$ cat src/rtl/button_repeat_pkg.sv
// Shared definitions for the push-button conditioner.
//   - rep_state_t : auto-repeat FSM encoding (2'd3 is unused and decodes to IDLE)
//   - DEF_*       : default timing constants for board use
//   - released_level : idle (not pressed) pin level for a given button polarity
package button_repeat_pkg;

    typedef enum logic [1:0] {
        ST_IDLE   = 2'd0,
        ST_DELAY  = 2'd1,
        ST_REPEAT = 2'd2
    } rep_state_t;

    localparam int DEF_CNT_W       = 16;
    localparam int DEF_DB_TICKS    = 16;
    localparam int DEF_DELAY_TICKS = 500;
    localparam int DEF_RATE_TICKS  = 100;

    // Pin level seen when the button is not pressed.
    function automatic logic released_level(input logic active_low);
        return active_low ? 1'b1 : 1'b0;
    endfunction

endpackage

$ cat src/rtl/button_repeat_sync.sv
// Two-flop synchroniser for an asynchronous panel input. Both flops reset
// to RST_VAL so a reset never produces a spurious edge downstream. Also
// used for the other panel inputs (CLKSEL, S1, S2).
// Ports:
//   clk - sampling clock (posedge)
//   rst - synchronous active-high reset
//   d   - asynchronous input
//   q   - synchronised output
module pb_sync #(
    parameter logic RST_VAL = 1'b0
) (
    input  logic clk,
    input  logic rst,
    input  logic d,
    output logic q
);

    logic meta_r;

    // Two-stage capture of the asynchronous input.
    always_ff @(posedge clk) begin
        if (rst) begin
            meta_r <= RST_VAL;
            q      <= RST_VAL;
        end else begin
            meta_r <= d;
            q      <= meta_r;
        end
    end

endmodule

$ cat src/rtl/button_repeat.sv
// Front-end conditioner for one front-panel push-button: synchronises the
// raw pin, debounces it on TICK_EN, emits press/release pulses and a STEP
// pulse on press plus auto-repeat STEPs while held.
// Ports:
//   CLK       - system clock, all flops on posedge
//   RST       - synchronous active-high reset
//   TICK_EN   - one-CLK strobe pacing debounce/repeat timing
//   PB        - raw asynchronous button pin
//   PB_STATE  - debounced level, 1 = pressed
//   PB_DOWN   - one-cycle pulse on accepted press
//   PB_UP     - one-cycle pulse on accepted release
//   STEP      - one-cycle pulse on press and on each auto-repeat
//   REPEATING - high while in the REPEAT state
module button_repeat
    import button_repeat_pkg::*;
#(
    parameter logic ACTIVE_LOW  = 1'b1,
    parameter int   CNT_W       = DEF_CNT_W,
    parameter int   DB_TICKS    = DEF_DB_TICKS,
    parameter int   DELAY_TICKS = DEF_DELAY_TICKS,
    parameter int   RATE_TICKS  = DEF_RATE_TICKS
) (
    input  logic CLK,
    input  logic RST,
    input  logic TICK_EN,
    input  logic PB,
    output logic PB_STATE,
    output logic PB_DOWN,
    output logic PB_UP,
    output logic STEP,
    output logic REPEATING
);

    localparam longint CNT_MAX = (longint'(1) << CNT_W) - longint'(1);

    // Limits must be reachable by a counter that is compared, never wrapped.
    if (DB_TICKS < 1 || longint'(DB_TICKS) > CNT_MAX ||
        DELAY_TICKS < 1 || longint'(DELAY_TICKS) > CNT_MAX ||
        RATE_TICKS < 1 || longint'(RATE_TICKS) > CNT_MAX) begin : g_bad_limits
        $error("button_repeat: timing limit out of range for CNT_W");
    end

    localparam logic [CNT_W-1:0] DB_LIM    = CNT_W'(DB_TICKS - 1);
    localparam logic [CNT_W-1:0] DELAY_LIM = CNT_W'(DELAY_TICKS - 1);
    localparam logic [CNT_W-1:0] RATE_LIM  = CNT_W'(RATE_TICKS - 1);
    localparam logic [CNT_W-1:0] CNT_ONE   = CNT_W'(1);

    logic             sync2_s;
    logic             pressed_s;
    logic             accept_s;
    logic             accept_press_s;
    logic             accept_release_s;
    logic [CNT_W-1:0] dcnt_r;
    logic [CNT_W-1:0] rcnt_r;
    rep_state_t       state_r;

    pb_sync #(
        .RST_VAL (released_level(ACTIVE_LOW))
    ) u_pb_sync (
        .clk (CLK),
        .rst (RST),
        .d   (PB),
        .q   (sync2_s)
    );

    assign pressed_s = ACTIVE_LOW ? ~sync2_s : sync2_s;

    // Debounce accept: stable differing level for DB_TICKS ticks.
    always_comb begin
        accept_s = 1'b0;
        if (TICK_EN && (dcnt_r == DB_LIM) && (pressed_s != PB_STATE)) begin
            accept_s = 1'b1;
        end else begin
            accept_s = 1'b0;
        end
    end

    assign accept_press_s   = accept_s & pressed_s;
    assign accept_release_s = accept_s & ~pressed_s;

    // Debounced level, edge pulses and stability counter.
    always_ff @(posedge CLK) begin
        if (RST) begin
            PB_STATE <= 1'b0;
            PB_DOWN  <= 1'b0;
            PB_UP    <= 1'b0;
            dcnt_r   <= '0;
        end else begin
            PB_DOWN <= accept_press_s;
            PB_UP   <= accept_release_s;
            if (pressed_s == PB_STATE) begin
                dcnt_r <= '0;
            end else if (accept_s) begin
                PB_STATE <= ~PB_STATE;
                dcnt_r   <= '0;
            end else if (TICK_EN) begin
                dcnt_r <= dcnt_r + CNT_ONE;
            end else begin
                dcnt_r <= dcnt_r;
            end
        end
    end

    // Auto-repeat FSM; an accepted release overrides any coinciding expiry.
    always_ff @(posedge CLK) begin
        if (RST) begin
            state_r   <= ST_IDLE;
            rcnt_r    <= '0;
            STEP      <= 1'b0;
            REPEATING <= 1'b0;
        end else begin
            STEP <= 1'b0;
            if (accept_release_s) begin
                state_r   <= ST_IDLE;
                rcnt_r    <= '0;
                REPEATING <= 1'b0;
            end else begin
                case (state_r)
                    ST_IDLE: begin
                        REPEATING <= 1'b0;
                        if (accept_press_s) begin
                            STEP    <= 1'b1;
                            state_r <= ST_DELAY;
                            rcnt_r  <= '0;
                        end else begin
                            rcnt_r <= '0;
                        end
                    end
                    ST_DELAY: begin
                        REPEATING <= 1'b0;
                        if (TICK_EN && (rcnt_r == DELAY_LIM)) begin
                            STEP      <= 1'b1;
                            state_r   <= ST_REPEAT;
                            rcnt_r    <= '0;
                            REPEATING <= 1'b1;
                        end else if (TICK_EN) begin
                            rcnt_r <= rcnt_r + CNT_ONE;
                        end else begin
                            rcnt_r <= rcnt_r;
                        end
                    end
                    ST_REPEAT: begin
                        REPEATING <= 1'b1;
                        if (TICK_EN && (rcnt_r == RATE_LIM)) begin
                            STEP   <= 1'b1;
                            rcnt_r <= '0;
                        end else if (TICK_EN) begin
                            rcnt_r <= rcnt_r + CNT_ONE;
                        end else begin
                            rcnt_r <= rcnt_r;
                        end
                    end
                    default: begin
                        state_r   <= ST_IDLE;
                        rcnt_r    <= '0;
                        REPEATING <= 1'b0;
                    end
                endcase
            end
        end
    end

endmodule

$ cat config.mk
export PLATFORM = sky130hd
export DESIGN_NAME = button_repeat
export DESIGN_NICKNAME = d
export VERILOG_FILES = /design/src/rtl/button_repeat_pkg.sv /design/src/rtl/button_repeat_sync.sv /design/src/rtl/button_repeat.sv
export SDC_FILE = /design/constraint.sdc
export NUM_CORES = 1
export LEC_CHECK = 0
export BUFFER_PORTS_ARGS = -buffer_cell sky130_fd_sc_hd__buf_4
export CAP_MARGIN = 10
export CORE_MARGIN = 10
export CORE_UTILIZATION = 30
export CTS_CLUSTER_DIAMETER = 30
export DETAILED_ROUTE_END_ITERATION = 16
export SETUP_SLACK_MARGIN = 0.1
export SYNTH_ARGS = -nofsm -noshare
export SYNTH_HDL_FRONTEND = slang
export SYNTH_SLANG_ARGS = --single-unit
$ cat constraint.sdc
create_clock -name CLK -period 2.44 [get_ports CLK]
set_input_delay 0.244 -clock CLK [delete_from_list [all_inputs] [get_ports CLK]]
set_output_delay 0.244 -clock CLK [all_outputs]
set_load 0.02 [all_outputs]
== Word level (Yosys, flattened, before mapping) ==
Cells that the tools add are included.

* Bits of input ports: 4
* Register bits after elaboration: 41
* Word-level logic and storage cells: 49
* Output and inout port bits: 5

* Bitwise operators: 6
* Muxes and demuxes: 13
* Equal/unequal tests: 9
* Add/sub/neg operators: 2
* Reduce and logical (&&, ||, !) cells: 9

{| class="wikitable"
|+ Operators with widths
! cell !! count
|-
| $mux 16 || 3
|-
| $add 16x1->16 const B || 2
|-
| $pmux 16 s2 || 1
|-
| $eq 16x4->1 const B || 1
|-
| $eq 16x7->1 const B || 1
|-
| $eq 16x9->1 const B || 1
|-
| $pmux 2 s3 || 1
|-
| $logic_and 1x1->1 || 4
|-
| $mux 1 || 4
|-
| $mux 2 || 2
|-
| $ne 2x2->1 const B || 2
|-
| $not 1->1 || 4
|-
| $pmux 1 s3 || 1
|-
| $reduce_and 3->1 || 1
|-
| $reduce_or 3->1 || 1
|-
| $and 1x1->1 || 2
|-
| $eq 2x1->1 const B || 1
|-
| $eq 2x2->1 const B || 1
|-
| $logic_not 2->1 || 1
|-
| $pmux 1 s2 || 1
|-
| $reduce_and 2->1 || 1
|-
| $reduce_or 2->1 || 1
|-
| $eq 1x1->1 || 1
|-
| $ne 1x1->1 || 1
|}

== Longest topological paths before layout ==
Gate-level depths: netlist (run 1).

* Depth in word-level cells: 7
* Depth in mapped cells: 7
* Mapped depth without buffers: 6

== By module ==
From an unflattened synthesis (run 1), not the netlist that was laid out.

* Cell total of the unflattened synthesis: 207
* Area total of the unflattened synthesis: 1,923.1 um^2

{| class="wikitable"
|+ Modules (own cells, without submodules)
! module !! cells each !! sequential area each (um^2) !! instances !! area each (um^2)
|-
| button_repeat || 203 || 780.7 || 1 || 1,870.5
|-
| pb_sync || 4 || 40.0 || 1 || 52.6
|}

== Worst setup path before layout (run 1) ==
No wires, ideal clock.

* Path type: register to register
* From: register rcnt_r[10]
* To: register rcnt_r[10]
* Path slack: 0.512 ns
* Stages on the path, launching flop included: 7
* Data required time: 2.323 ns
* Data arrival time: 1.811 ns
* Buffers on the path: 1
* Setup time: 0.117 ns
* Period minus slack after synthesis: 1.928 ns
* Cells stage by stage: dfxtp_1 -> or4_4 -> nor4_4 -> a21boi_2 -> o211ai_2 -> buf_2 -> nor2_1

* Word-level cells in the longest chain between the ends: 4
* Elaborated cells on any way between the ends: 9
* Those cells by class: add/sub (1); eq/ne (2); mux (4); reduce/logical (2)

{| class="wikitable"
|+ RTL lines
! what !! line !! text
|-
| start: declaration || button_repeat.sv:54 || <nowiki>logic [CNT_W-1:0] rcnt_r;</nowiki>
|-
| start signal: assignment || button_repeat.sv:137 || <nowiki>rcnt_r <= rcnt_r + CNT_ONE;</nowiki>
|-
| start signal: assignment || button_repeat.sv:139 || <nowiki>rcnt_r <= rcnt_r;</nowiki>
|-
| start signal: assignment || button_repeat.sv:148 || <nowiki>rcnt_r <= rcnt_r + CNT_ONE;</nowiki>
|-
| $add 16x1->16, or another cell as far along || button_repeat.sv:137, button_repeat.sv:148 ||
|-
| $mux 16, or another cell as far along || button_repeat.sv:136, button_repeat.sv:147 ||
|-
| $mux 16, on equally long branches || button_repeat.sv:144, button_repeat.sv:131 ||
|-
| $pmux 16 s2 * || button_repeat.sv:118 || <nowiki>case (state_r)</nowiki>
|}

Every way passes the cells marked *; elsewhere a longest branch is shown, timed or not.
A chain may end at the register's enable or synchronous reset.

== Final worst setup path (run 1) ==
* From: register rcnt_r[10]
* To: register state_r[0]

* Word-level cells in the longest chain between the ends: 4

{| class="wikitable"
|+ RTL lines
! what !! line !! text
|-
| $eq 16x9->1 || button_repeat.sv:131 || <nowiki>if (TICK_EN && (rcnt_r == DELAY_LIM)) begin</nowiki>
|-
| $logic_and 1x1->1 || button_repeat.sv:131 ||
|-
| $ne 2x2->1 (no line) || - ||
|-
| $reduce_and 3->1 (no line) || - ||
|-
| end signal: assignment || button_repeat.sv:123 || <nowiki>state_r <= ST_DELAY;</nowiki>
|-
| end signal: assignment || button_repeat.sv:133 || <nowiki>state_r <= ST_REPEAT;</nowiki>
|-
| end signal: assignment || button_repeat.sv:154 || <nowiki>state_r <= ST_IDLE;</nowiki>
|-
| end: declaration || button_repeat.sv:55 || <nowiki>rep_state_t state_r;</nowiki>
|}

Every way passes these cells.

==> results of run 1 <==
## timing repair
item / CTS / global route
hold buffers: 0 / 0
endpoints found under the setup margin: 0 / 12
resized for setup: 0 / 1
## power by group through the flow
stage / Combinational, µW / Sequential, µW / Clock, µW
4_1_cts: 18.8 / 671 / 429
3_3_place_gp: 18.7 / 687 / 0
5_1_grt: 21.1 / 671 / 460
2_1_floorplan: 12.7 / 687 / 0
3_5_place_dp: 18.7 / 687 / 0
6_report: 18.9 / 671 / 411
## metrics by stage
stage                     cells  total power [µW]  utilization (%)  worst slack, ns
after floorplan             204               699                -            0.512
after global routing        292              1150             34.9            0.254
after global placement      284               706             33.4            0.279
after detailed placement    284               706             33.4            0.236
final                       292              1100             34.9            0.371
after CTS                   292              1120             34.7            0.229
## worst paths after layout
path,depth (start not counted),startpoint,to
setup reg to reg,5,rcnt_r[10]$_SDFF_PP0_,state_r[0]$_SDFFE_PP0P_
setup / recovery,5,rcnt_r[10]$_SDFF_PP0_,state_r[0]$_SDFFE_PP0P_
hold reg to reg,1,u_pb_sync.meta_r$_SDFF_PP1_,u_pb_sync.q$_SDFF_PP1_
hold / removal,2,PB,u_pb_sync.meta_r$_SDFF_PP1_
## layout make-up
class                      instances  area [µm²]
fill                             632        3880
multi-input combinational        152         990
sequential                        41         821
tap                               75        93.8
clock buffer                       8        80.1
timing repair buffer               9        67.6
inverter                           7        26.3
## cells by family after synthesis
| family | share of synthesized area, % |
|---|---|
| xor gates and xnor gates | 13.7 |
| and+or+nand+nor | 28.4 |
| adders and majority gates | 4.06 |
| DFF | 44.4 |
| buffers and inverters | 2.51 |
| muxes | 1.62 |
| AOI/OAI and AO/OA | 5.28 |
## per-layer routing
| layer | track usage (%) | routed length, µm |
|---|---|---|
| met5 | 0 | 0 |
| met2 | 10.9 | 1470 |
| met3 | 2.23 | 124 |
| met4 | 2.21 | 14 |
| met1 | 8.58 | 1580 |
## cell usage in the layout (no fill, tap or decap), types with 3 or more instances in the layout
| cell type | synthesis | layout |
|---|---|---|
| inv_1 | 7 | 7 |
| xnor2_1 | 12 | 12 |
| nand2_1 | 15 | 15 |
| a21oi_1 | 6 | 6 |
| mux2i_1 | 3 | 3 |
| nor4_1 | 4 | 4 |
| and4_1 | 5 | 5 |
| nor2_1 | 37 | 37 |
| nor3_1 | 6 | 6 |
| nand4_1 | 9 | 9 |
| clkbuf_8 | 0 | 5 |
| nand3_1 | 7 | 7 |
| clkbuf_1 | 2 | 3 |
| or2_2 | 3 | 3 |
| xor2_1 | 17 | 17 |
| dfxtp_1 | 41 | 41 |
| ha_1 | 6 | 6 |
| and2_1 | 3 | 3 |
| buf_4 | 1 | 9 |
## worst reg2reg max path, cell delays in order (launching register included)
cell and delay, ns:
dfxtp_1 0.35, or4_4 0.56, nor4_4 0.32, a21boi_2 0.15
or4_1 0.48, a21oi_1 0.15
==> impl_metrics.csv, run 1 <==
group,metric,value,unit
global_route,grt_max_degree,17,
layout,area_growth,12.5,%
pwr,pwr_density_cell,530,mW/mm²
drt,vias_per_cell,4.66,
yosys,asyncSetResetFlopFracSynth,0,%
sta,drv_slew,0,
yosys,yosysTopAreaCellShare,44.4,%
sta,rsz0062_at_grt,"false",
layout,antennaDiodeCount,0,
sta,clock_skew,0.00800,ns
hold_path,hold_class,"input pin to flip-flop",
clock_tree,worstSkewPairLatency,0.28,ns
pwr,internal-power,882,µW
yosys,synth.distinct_cells,35,
global_route,grt_usage,6.87,%
setup_path,cp_num_buf_inv,0,
setup_path,crit_chain,"or4_4 -> nor4_4 -> a21boi_2 -> or4_1 -> a21oi_1",
placed_design,dpl-instance-area,0.00199,mm²
pwr,seq_power_share,61.0,%
floorplan,die_w,98.5,µm
pwr,p_clk_share,37.3,%
clock_tree,cts.sinks,41,
global_route,grt_pass1_wl,5770,µm
clock_tree,cts_root_buf,"clkbuf_8",
clock_tree,ctsLongestPathBuffers,2,
placed_design,dp_hpwl,2320,µm
sta,fin_tns_setup,0,ns
drt,dr.first_iter.drc_count,43,
pwr,leakage,0.000679,µW
setup_path,required,2.65,ns
sta,hold_slack,0.147,ns
drt,vias,1362,
global_route,grt.overflow.total,0,
setup_path,endpoint_kind,"flip-flop",
clock_tree,cts_made_buffers,5,
yosys,ys.flop_type,"dfxtp_1",
yosys,synth_common_cells,"dfxtp_1 (41), nor2_1 (37), xor2_1 (17)",
yosys,synth-warning-count,0,
floorplan,dieArea,0.00970,mm²
floorplan,die_h,98.5,µm
drt,wirelength,3190,µm
layout,drive_gt1_share,11.1,%
placed_design,gp_congestion,0.770,
yosys,synth_cells,204,
clock_tree,cts_tree,"built",
clock_tree,cts_setup_buffers,0,
run_status,status,"complete, no violations",
drt,post_drt_wl_per_cell,10.9,µm
setup_path,critPathMaxStageDelay,0.56,ns
global_route,antenna_found_initial,0,
layout,design_area,0.00208,mm²
yosys,synth_top_area_cell,"dfxtp_1",
setup_path,cp_top_family,"simple AND/OR/NAND/NOR gates",
sta,period_needed,2.07,ns
sta,final.period_utilization,84.8,%
yosys,synth_edf_count,0,
floorplan,core,0.00596,mm²
yosys,synth-seq-area-share,44.4,%
setup_path,reg2reg_slack,0.37,ns
clock_tree,path_clk_slew,0.07,ns
sta,tightest_slew,0.507,ns
drt,ant_nets,0,
setup_path,arrival,2.28,ns
pwr,irDropWorstVdd,0.353,mV
yosys,ys_top_cells_by_area,"dfxtp_1 (44%), xor2_1 (8.1%), nor2_1 (7.5%), xnor2_1 (5.7%), ha_1 (4.1%)",
setup_path,critPathMaxFanout,4,
yosys,ys_ff_latch,41,
drt,drc,0,
clock_tree,ctsHtreeMaxLevel,2,
layout,nets,226,
setup_path,crit_type,"flip-flop to flip-flop",
floorplan,start_util,31.0,%
yosys,syn_area_per_cell,9.06,µm²
sta,setup_viol,0,
sta,hold_viol,0,
floorplan,rows,28,
sta,fmax,483,MHz
job,drv_cap,0,
pwr,p_comb_share,1.7,%
placed_design,port_buffers,8,
pwr,switching_share,19.9,%
yosys,synth_most_common_cell,"dfxtp_1",
sta,relSlewSlack,66.1,%
floorplan,io_pins,9,
yosys,synth_area,0.00185,mm²
layout,top_regs,"dcnt_r: 16 flops, rcnt_r: 16 flops, state_r: 2 flops",
pwr,power_switching,219,µW
setup_path,startpoint_type,"flip-flop",
drt,drtPass1Iterations,4,
setup_path,crit_slowest_cell,"or4_4",
yosys,synth_nets,214,
global_route,grt_pass1_vias,1315,
Power figures use the tool's default switching activity.
==> run 2: changes to the inputs <==
==> constraint.sdc (replaced) <==
create_clock -name CLK -period 2.1 [get_ports CLK]
set_input_delay 0.21 -clock CLK [delete_from_list [all_inputs] [get_ports CLK]]
set_output_delay 0.21 -clock CLK [all_outputs]
set_load 0.02 [all_outputs]
==> run 2 against run 1 <==
  * Combinational power rose by 25%
  * Core utilization rose by 0.78 points
  * Sequential power rose by 16%
  * Sequential cell count did not move
  * Total power rose by 19%
  * Final area rose by 2.2%
  * Register-to-register slack got worse by 0.18 ns
  * Global-route usage rose by 0.18 points
  * Clock skew fell by 0.0011 ns
  * Critical endpoint unchanged
  * Largest power group unchanged
==> impl_metrics.csv, run 2 (same netlist as run 1, synthesis figures left out) <==
group,metric,value,unit
clock_tree,cts_made_buffers,5,
layout,top_regs,"dcnt_r: 16 flops, rcnt_r: 16 flops, state_r: 2 flops",
layout,multi_input_area,987,µm²
sta,clock_skew,0.00693,ns
sta,relSlewSlack,76.4,%
run_status,status,"complete, no violations",
pwr,seq_power_share,59.7,%
setup_path,crit_chain,"or4_4 -> nor4_4 -> a21boi_2 -> or4_1 -> a21oi_1",
setup_path,reg2reg_slack,0.19,ns
floorplan,die_w,98.5,µm
layout,nets,232,
clock_tree,path_clk_slew,0.07,ns
layout,post-route-util,35.7,%
placed_design,dp_hpwl,2460,µm
hold_path,hold_depth,2,
global_route,grt_pass1_wl,5730,µm
global_route,grt_pass1_vias,1288,
sta,drv_slew,0,
clock_tree,worstSkewPairLatency,0.30,ns
drt,post_drt_wl_per_cell,11.4,µm
global_route,grt.overflow.total,0,
layout,regArea,821,µm²
clock_tree,ctsHtreeMaxLevel,2,
drt,vias,1369,
floorplan,io_pins,9,
pwr,p_clk_share,38.5,%
clock_tree,ctsLongestPathBuffers,2,
drt,drc,0,
floorplan,rows,28,
global_route,grt_max_degree,17,
pwr,irDropWorstVdd,0.351,mV
hold_path,hold_class,"input pin to flip-flop",
global_route,grt_usage,7.06,%
pwr,internal-power,1030,µW
sta,fmax,525,MHz
floorplan,core,0.00596,mm²
layout,final_common_cell,"dfxtp_1",
sta,rsz0062_at_grt,"false",
setup_path,r2r_end,"state_r[0]$_SDFFE_PP0P_",
floorplan,dieArea,0.00970,mm²
clock_tree,cts_setup_buffers,0,
clock_tree,cts_root_buf,"clkbuf_8",
placed_design,gp_congestion,0.800,
setup_path,rr_startpoint,"rcnt_r[10]$_SDFF_PP0_",
sta,hold_slack,0.0960,ns
pwr,switching_share,21.4,%
setup_path,critPathMaxStageDelay,0.56,ns
drt,dr.first_iter.drc_count,38,
clock_tree,cts.sinks,41,
setup_path,crit_type,"flip-flop to flip-flop",
layout,layout_common_cells,"dfxtp_1 (41), nor2_1 (37), xor2_1 (17)",
drt,drtPass1Iterations,5,
global_route,antenna_found_initial,0,
pwr,p_comb_share,1.8,%
setup_path,crit_slowest_cell,"or4_4",
drt,wirelength,3400,µm
setup_path,arrival,2.13,ns
clock_tree,ctsResizeCount,0,
clock_tree,ctsHoldBuffers,0,
setup_path,endpoint_kind,"flip-flop",
layout,drive_gt1_share,13.9,%
floorplan,die_h,98.5,µm
sta,fin_tns_setup,0,ns
pwr,power_switching,280,µW
job,drv_cap,0,
clock_tree,cts_tree,"built",
setup_path,r2r_cells,5,
drt,ant_nets,0,
layout,antennaDiodeCount,0,
drt,vias_per_cell,4.59,
floorplan,start_util,31.0,%
sta,period_needed,1.91,ns
pwr,pwr_density_cell,615,mW/mm²
setup_path,required,2.33,ns
hold_path,whs_endpoint,"u_pb_sync.meta_r$_SDFF_PP1_",
layout,area_growth,15.0,%
setup_path,startpoint_type,"flip-flop",
sta,setup_viol,0,
sta,final.period_utilization,90.8,%
sta,tightest_slew,0.350,ns
sta,hold_viol,0,
layout,fillers,624,
setup_path,critPathMaxFanout,4,
pwr,leakage,0.000714,µW
placed_design,port_buffers,8,
hold_path,hp-start,"PB",
-- run 2: power groups by stage --
stage | logic (µW) | clock network, µW | registers (µW)
floorplan | 14.7 | 0 | 798
global placement | 23.8 | 0 | 798
detailed placement | 24.0 | 0 | 798
CTS | 24.0 | 514 | 780
global route | 26.4 | 544 | 780
finish | 23.7 | 503 | 780
-- run 2: worst max path at each step --
stage	start	to	slack, ns	cells past startpoint
2_1_floorplan	rcnt_r[10]$_SDFF_PP0_	rcnt_r[10]$_SDFF_PP0_	0.17	6
3_3_place_gp	rcnt_r[10]$_SDFF_PP0_	state_r[0]$_SDFFE_PP0P_	0.18	5
3_5_place_dp	rcnt_r[10]$_SDFF_PP0_	rcnt_r[7]$_SDFF_PP0_	0.14	7
4_1_cts	rcnt_r[10]$_SDFF_PP0_	state_r[0]$_SDFFE_PP0P_	0.13	5
5_1_grt	rcnt_r[2]$_SDFF_PP0_	rcnt_r[15]$_SDFF_PP0_	0.11	5
6_report	rcnt_r[10]$_SDFF_PP0_	state_r[0]$_SDFFE_PP0P_	0.19	5
-- run 2: cell type report --
type | count | area share (%)
well taps | 75 | 4.42
clock buffers | 8 | 3.77
multi-input cells | 152 | 46.5
repair buffers | 15 | 5.48
inverters | 7 | 1.24
flip-flops and latches | 41 | 38.6
-- run 2: routing by layer --
metal  track usage (%)  up-vias  part of all wire (%)
li1                  -      735                     -
met3              2.37        5                   3.3
met4              3.31        0                   1.3
met5                 0        -                     0
met2              11.5       11                    46
met1              8.14      618                    49
-- run 2: per-stage QoR --
| step | total power [µW] | std cells | cell area (µm²) | worst slack [ns] |
|---|---|---|---|---|
| CTS | 1320 | 298 | 2110 | 0.126 |
| detailed placement | 822 | 290 | 2030 | 0.141 |
| finish | 1310 | 298 | 2120 | 0.194 |
| global route | 1350 | 298 | 2120 | 0.106 |
| global placement | 822 | 290 | 2030 | 0.184 |
| floorplan | 813 | 204 | 1850 | 0.172 |
-- run 2: worst max-delay path, delay by kind of cell (launching register included) --
family	cells	cell delay, ns
AND/OR/NAND/NOR	3	1.23
flip-flops	1	0.35
AO/OA/AOI/OAI	2	0.27
